`config.mk`:
```
export PLATFORM = sky130hd
export DESIGN_NAME = feature_acc_bank
export DESIGN_NICKNAME = d
export VERILOG_FILES = /design/src/rtl/feature_acc_bank.sv
export SDC_FILE = /design/constraint.sdc
export NUM_CORES = 2
export LEC_CHECK = 0
export CELL_PAD_IN_SITES_DETAIL_PLACEMENT = 0
export CELL_PAD_IN_SITES_GLOBAL_PLACEMENT = 1
export CORE_ASPECT_RATIO = 2
export CORE_UTILIZATION = 42
export DETAILED_ROUTE_END_ITERATION = 10
export GPL_TIMING_DRIVEN = 0
export MAX_ROUTING_LAYER = met4
export PLACE_DENSITY = 0.83
export SETUP_SLACK_MARGIN = 0.5
export SKIP_CTS_REPAIR_TIMING = 1
export SYNTH_ARGS = -nofsm -noshare
export SYNTH_HDL_FRONTEND = slang
export SYNTH_SLANG_ARGS = --single-unit
```
`constraint.sdc`:
```
create_clock -name clk -period 3.8 [get_ports clk]
set_input_delay 0.95 -clock clk [delete_from_list [all_inputs] [get_ports clk]]
set_output_delay 0.95 -clock clk [all_outputs]
set_load 0.05 [all_outputs]
```
`src/rtl/feature_acc_bank.sv`:
```
// feature_acc_bank: sixteen signed accumulators (4 buffers x 4 entries)
// with serial valid/ready drain; define ACC_SAT_EN for saturating sums.
module feature_acc_bank #(
  parameter int DATA_W = 16,
  parameter int ACC_W  = 24
) (
  input  logic                     clk,
  input  logic                     rst,
  input  logic                     alu_valid,
  input  logic signed [DATA_W-1:0] alu_out,
  input  logic [3:0]               buff_use,
  input  logic [7:0]               custom_demux_sel,
  input  logic                     drain_start,
  input  logic                     out_ready,
  output logic                     out_valid,
  output logic signed [ACC_W-1:0]  out_data,
  output logic [3:0]               out_addr,
  output logic                     busy,
  output logic                     drain_done
);

  localparam logic [1:0] S_IDLE  = 2'd0;
  localparam logic [1:0] S_DRAIN = 2'd1;
  localparam logic [1:0] S_DONE  = 2'd2;

  logic [1:0]              state;
  logic [3:0]              rd_ptr;
  logic signed [ACC_W-1:0] acc     [16];
  logic signed [ACC_W-1:0] acc_nxt [16];
  logic                    accept;

  assign accept     = (state == S_DRAIN) && out_ready;
  assign out_valid  = (state == S_DRAIN);
  assign busy       = (state != S_IDLE);
  assign drain_done = (state == S_DONE);
  assign out_addr   = rd_ptr;

  // Sign-extended add with one guard bit; clamp or wrap on overflow.
  function automatic logic signed [ACC_W-1:0] acc_add(
    input logic signed [ACC_W-1:0]  a,
    input logic signed [DATA_W-1:0] b
  );
    logic [ACC_W:0] s;
    s = {a[ACC_W-1], a}
      + {{(ACC_W+1-DATA_W){b[DATA_W-1]}}, b};
`ifdef ACC_SAT_EN
    if (s[ACC_W] != s[ACC_W-1]) begin
      if (s[ACC_W])
        return {1'b1, {(ACC_W-1){1'b0}}};
      else
        return {1'b0, {(ACC_W-1){1'b1}}};
    end
`endif
    return s[ACC_W-1:0];
  endfunction

  // Next bank contents: accumulate in IDLE, clear each entry as it drains.
  always_comb begin
    for (int k = 0; k < 16; k++) begin
      acc_nxt[k] = acc[k];
      if (state == S_IDLE && alu_valid && buff_use[k/4]
          && custom_demux_sel[2*(k/4) +: 2] == 2'(k % 4))
        acc_nxt[k] = acc_add(acc[k], alu_out);
      if (accept && rd_ptr == 4'(k))
        acc_nxt[k] = '0;
    end
  end

  // Bank, drain pointer, registered read data and control state.
  always_ff @(posedge clk) begin
    if (rst) begin
      state    <= S_IDLE;
      rd_ptr   <= '0;
      out_data <= '0;
      for (int k = 0; k < 16; k++) acc[k] <= '0;
    end else begin
      for (int k = 0; k < 16; k++) acc[k] <= acc_nxt[k];
      unique case (state)
        S_IDLE: begin
          if (drain_start) begin
            state    <= S_DRAIN;
            rd_ptr   <= '0;
            out_data <= acc_nxt[0];
          end
        end
        S_DRAIN: begin
          if (out_ready) begin
            rd_ptr   <= rd_ptr + 4'd1;
            out_data <= acc[rd_ptr + 4'd1];
            if (rd_ptr == 4'd15) state <= S_DONE;
          end
        end
        S_DONE:  state <= S_IDLE;
        default: state <= S_IDLE;
      endcase
    end
  end

endmodule

```
======== Word-level counts from Yosys, hierarchy flattened ========
Memories as Yosys holds them, arrays and structs flattened.
Index checks and enable logic that the tools add are counted.
word-level totals
  bits in registers ....................... 30
  memory bits (read-only) ................. 0
  input port bits ......................... 33
  memories ................................ 1
  bits in writable memories ............... 384
  latch bits .............................. 0
  logic and storage cells ................. 178
memories
  memory  depth  bits a word  rd ports  clocked after Yosys merged registers in  write ports  line  source
  acc     16     24           17        0                                        16           28    logic signed [ACC_W-1:0] acc [16];
cells by class
  bitwise gates (word level) .............. 16
  $lt $le $gt $ge ......................... 0
  shift-type cells ........................ 0
  multiply operators ...................... 0
  reductions and logical operators ........ 48
  add/subtract/negate cells ............... 17
  div/mod/pow operators ................... 0
  multiplexer cells ....................... 61
  equality and inequality tests ........... 32
operator list
  operator                                                               count
  24-bit 2-to-1 mux                                                      50
  24-bit by 16-bit adder with 24-bit output                              16
  24-bit case mux with 2 select lines                                    1
  1-bit logical AND                                                      38
  4-bit equality test, second input constant                             8
  2-bit equality test, second input constant                             9
  4-bit by 3-bit equality test with 1-bit output, second input constant  4
  1-bit bitwise OR                                                       16
  2-bit by 1-bit equality test with 1-bit output, second input constant  5
  2-bit zero test                                                        5
  4-bit by 2-bit equality test with 1-bit output, second input constant  2
  4-bit 2-to-1 mux                                                       2
  4-bit case mux with 2 select lines                                     1
  2-bit 2-to-1 mux                                                       3
  3-bit AND reduction                                                    2
  4-bit by 1-bit adder with 4-bit output, second input constant          1
  4-bit by 1-bit equality test with 1-bit output, second input constant  1
  4-bit zero test                                                        1
  2-bit != test, second input constant                                   2
  2-bit case mux with 2 select lines                                     1
  2-bit nonzero test                                                     2
  1-bit 2-to-1 mux                                                       3
  2-bit by 1-bit != test with 1-bit output, second input constant        1

======== Logic depth before layout (Yosys ltp) ========
  word-level depth ........................ 8
  depth in mapped cells ................... 14
  depth with buffers taken out ............ 12

======== Worst setup path after synthesis ========
OpenSTA, ideal clock, no wires.
  path kind ............................... reg-to-reg
  start ................................... register rd_ptr[0], in the netlist out_addr[0]
  end ..................................... register out_data[3]
  buffers on the path ..................... 7
  setup time .............................. 0.128 ns
  required time ........................... 3.672 ns
  period minus slack after synthesis ...... 4.498 ns
  arrival time ............................ 4.370 ns
  setup slack ............................. -0.698 ns
  cell stages (with the launch flop) ...... 15
  cells stage by stage .................... dfxtp_1 clkbuf_1 clkbuf_1 clkbuf_1 inv_1 ha_1 buf_2 buf_1 clkbuf_1 buf_2 mux4_2 nand2_1 a21oi_1 a2111oi_0 nor2_1
between the ends
  word-level cells in the longest chain between the ends .. 5
  elaborated cells between the ends (all ways) .. 8
  those cells by class .................... add/sub: 1; mux: 4; reduce/logical: 2; memory: 1
ends and longest elaborated chain
  item                                                             line  source
  start, declared                                                  27    logic [3:0] rd_ptr;
  start signal, assigned                                           88    rd_ptr <= rd_ptr + 4'd1;
  branches (longest 4 deep; another with memory read 16 x 24 bit)  n/a
  24-bit case mux with 2 select lines *                            78    unique case (state)
  end signal, assigned                                             83    out_data <= acc_nxt[0];
  end signal, assigned                                             89    out_data <= acc[rd_ptr + 4'd1];
  end, declared                                                    16    output logic signed [ACC_W-1:0] out_data,
Mark *: on every way between the ends. The select of a mux whose other input is x is not followed.
A chain may end at the register's enable or synchronous reset.

==> metrics.md <==
| Metric | Value |
|---|---|
| Run status | `completed` |
| Most frequent cells in the layout | `nand2_1, a21oi_1, dfxtp_1` |
| Pwr dens | `298.6 mW/mm^2` |
| Final hold viol count | `0` |
| Yosys top cell area share | `23.77%` |
| EDFF count, synth | `0` |
| Max cap viols | `0` |
| Area of the core | `0.08240 sq mm` |
| CTS buffer count | `44` |
| CP Buf/Inv Count | `5` |
| Reg clk slew, reported paths | `0.07 ns` |
| Post-synthesis instance area | `0.03487 sq mm` |
| Met1 wire length | `49.29 mm` |
| Die Y | `409.5 microns` |
| HPWL Detailed | `111.8 mm` |
| Vias in the first global route | `34,150` |
| Avg Synthesized Cell Area | `8.042 sq um` |
| Placed inst area | `0.03690 sq mm` |
| Syn nets | `4,757` |
| IO buf count | `61` |
| Min Tclk post-route | `3.404 ns` |
| Sequential-to-total area share from yosys stat | `23.77%` |
| Worst Setup End Kind | `flip-flop` |
| Ys flop type | `dfxtp_1` |
| Worst-skew pair later-pin latency | `0.63 ns` |
| Slew margin rel. | `18.36%` |
| Vias per cell | `6.243` |
| Gr usage total | `34.60%` |
| Crit path kind | `in2reg` |
| Met3 routed WL | `7.441 mm` |
| Yosys reg bits | `414` |
| Part of the power in the clock network | `42.0%` |
| RSZ-0062 raised after global routing | `true` |
| Crit path top cell by count | `buf_4` |
| CP peak stage delay | `0.41 ns` |
| First-pass GRT wire length | `209.2 mm` |
| Syn-to-layout area delta | `14.31%` |
| Die width | `205.7 microns` |
| RePlAce Congestion | `1.044` |
| Final setup viols | `0` |
| Critical path's top delay family | `compound AO/OA/AOI/OAI gates` |
| DR top layer | `met4` |
| Sequential share of power | `38.2%` |
| Via count | `34,860` |
| Top Ports | `64` |
| Period utilization | `89.57%` |
| Cell variety after synth | `84` |
| H-tree levels | `2` |
| Aggregate global routing overflow | `0` |
| Clock Root Buffer | `clkbuf_16` |
| Lkg Pwr | `16.40 nW` |
| CP Max Fanout | `9` |
| Clock Path Buffers | `3` |
| Initial antenna violation count | `5` |
| Worst Tran Pin Value | `1.225 ns` |
| Die area | `0.08425 sq mm` |
| Final #Nets | `4,908` |
| Sw power | `3.761 mW` |
| Remaining DRCs | `0` |
| Slew Limit Fails | `0` |
| Starting DRT DRC Count | `2,339` |
| Worst EP required | `4.35 ns` |
| Worst Path Arrival | `3.95 ns` |
| Slowest cell on the critical path | `o211ai_1` |
| Hold_ws | `0.4745 ns` |
| Per-cell routed wire length | `25.95 microns` |
| Synth warn | `0` |
| Flop-to-flop setup slack | `0.45 ns` |
| Initial Utilization | `42.32%` |
| Share of layout cells above drive strength 1 | `9.202%` |
| Synth area leader | `dfxtp_1` |
| Largest net degree at the start of global routing | `72` |
| Max VDD drop | `0.0002884 V` |
| Hold Path Class | `reg2reg` |
| Fmax achieved | `293.8 MHz` |
| Metal2 WL | `71.93 mm` |
| CTS tree | `yes` |
| Routed Wire Length | `144.9 mm` |
| Setup crit start kind | `primary input` |
| # rows | `149` |
| Synth top area cells | `dfxtp_1, ha_1, a21oi_1` |
| Comb pwr share | `19.7%` |
| Switch share | `31.60%` |
| Worst-path cell chain | `buf_16 -> buf_8 -> buf_4 -> ha_4 -> inv_1 -> fa_1 -> nor2b_2 -> o21a_1 -> o21ai_2 -> a21oi_2 -> a31oi_2 -> o211ai_1 -> xor2_2 -> buf_4 -> nand2_1 -> a21oi_1` |
| Fin area | `0.03986 sq mm` |
| P_int | `8.142 mW` |
| Most common cell after layout, fill and taps aside | `nand2_1` |
| Clk_skew | `0.03926 ns` |
| # clock sinks | `414` |
| Mapped Cells | `4,336` |
| Final ANT Viol Nets | `0` |
| Filler instances | `8,194` |
| Share of flip-flops with an asynchronous set or reset | `0%` |
| Drt pass-1 iters | `7` |
-- final cells by class --
type / instances / area, sq um / share of cell area [%]
antenna: 5 / 12.51 / 0.03139
buffer: 156 / 787.0 / 1.974
clock buffer: 57 / 1241 / 3.114
clock inverter: 23 / 337.8 / 0.8475
inverter: 74 / 277.8 / 0.6968
multi-input combinational: 3692 / 26430 / 66.29
sequential: 414 / 8292 / 20.80
tap: 1057 / 1323 / 3.318
timing repair buffer: 105 / 1165 / 2.922
-- per-stage QoR --
step                setup TNS, ns  cells  power, mW  setup slack, ns  utilization (%)
floorplan                       0   4336      6.039           0.4921                -
CTS                       -155.63   5537      11.72           -1.303            46.70
global route                    0   5580      12.22           0.2457            48.36
finish                          0   5583      11.90           0.3963            48.37
detailed placement        -359.85   5457      6.816           -1.784            44.78
global placement         -1012.15   5454      6.798           -6.009            44.77
-- per-layer routing --
metal	GRT usage [%]	vias up
met3	4.383	546
met1	33.14	16760
met4	31.58	0
met5	-	-
met2	59.72	1129
li1	-	16430
-- registers in the layout, summed over array words and instances, names as in the netlist --
register and cells:
acc 384, out_data 24, out_addr 4, state 2
-- power by group through the flow --
stage	clock [mW]	combinational [mW]	sequential (mW)
detailed placement	0	2.17	4.65
floorplan	0	1.44	4.60
global route	5.15	2.51	4.56
finish	5.00	2.35	4.55
global placement	0	2.15	4.64
CTS	5.00	2.18	4.55
-- cells in the mapped netlist (29+ instances only) --
cell	count
or3_1	45
clkbuf_1	124
nand2_1	625
mux4_2	96
a21oi_1	559
a21o_1	189
xor2_1	82
o21bai_1	48
nor2b_1	40
and3_1	38
ha_1	372
nand4_1	30
nand2b_1	52
xnor2_1	168
inv_1	74
a211oi_1	86
nand3_1	112
o22ai_1	29
mux2i_1	63
o21a_1	57
nor3_1	100
nor2_1	322
a31oi_1	40
dfxtp_1	414
o21ai_0	178
-- worst min-delay path: cells and delay by family, from the launching register on --
family,cells,cell delay (ns)
AOI/OAI and AO/OA,1,0.05
DFF,1,0.32
and+or+nand+nor,1,0.05
-- cells by family (layout without fill, tap and decap cells) --
group	Yosys count	after routing	share of synthesized area, %
buffers and inverters	230	415	2.523
XOR/XNOR	250	250	6.279
other	0	5	0
AND/OR/NAND/NOR	1467	1467	19.11
AO/OA/AOI/OAI	1427	1427	26.01
adder cells (fa/ha/maj)	388	388	14.27
multiplexers	160	160	8.041
flip-flops	414	414	23.77
-- final timing paths --
kind	end	startpoint	cells past startpoint
worst min-delay path	acc[14][0]$_SDFFE_PP0P_	acc[14][0]$_SDFFE_PP0P_	2
worst max register to register	out_data[12]$_SDFFE_PP0P_	out_addr[0]$_SDFFE_PP0P_	13
worst min register to register	acc[14][0]$_SDFFE_PP0P_	acc[14][0]$_SDFFE_PP0P_	2
worst max-delay path	acc[0][18]$_SDFF_PP0_	alu_out[0]	16
Note: power is estimated with default switching activity, not from simulation.
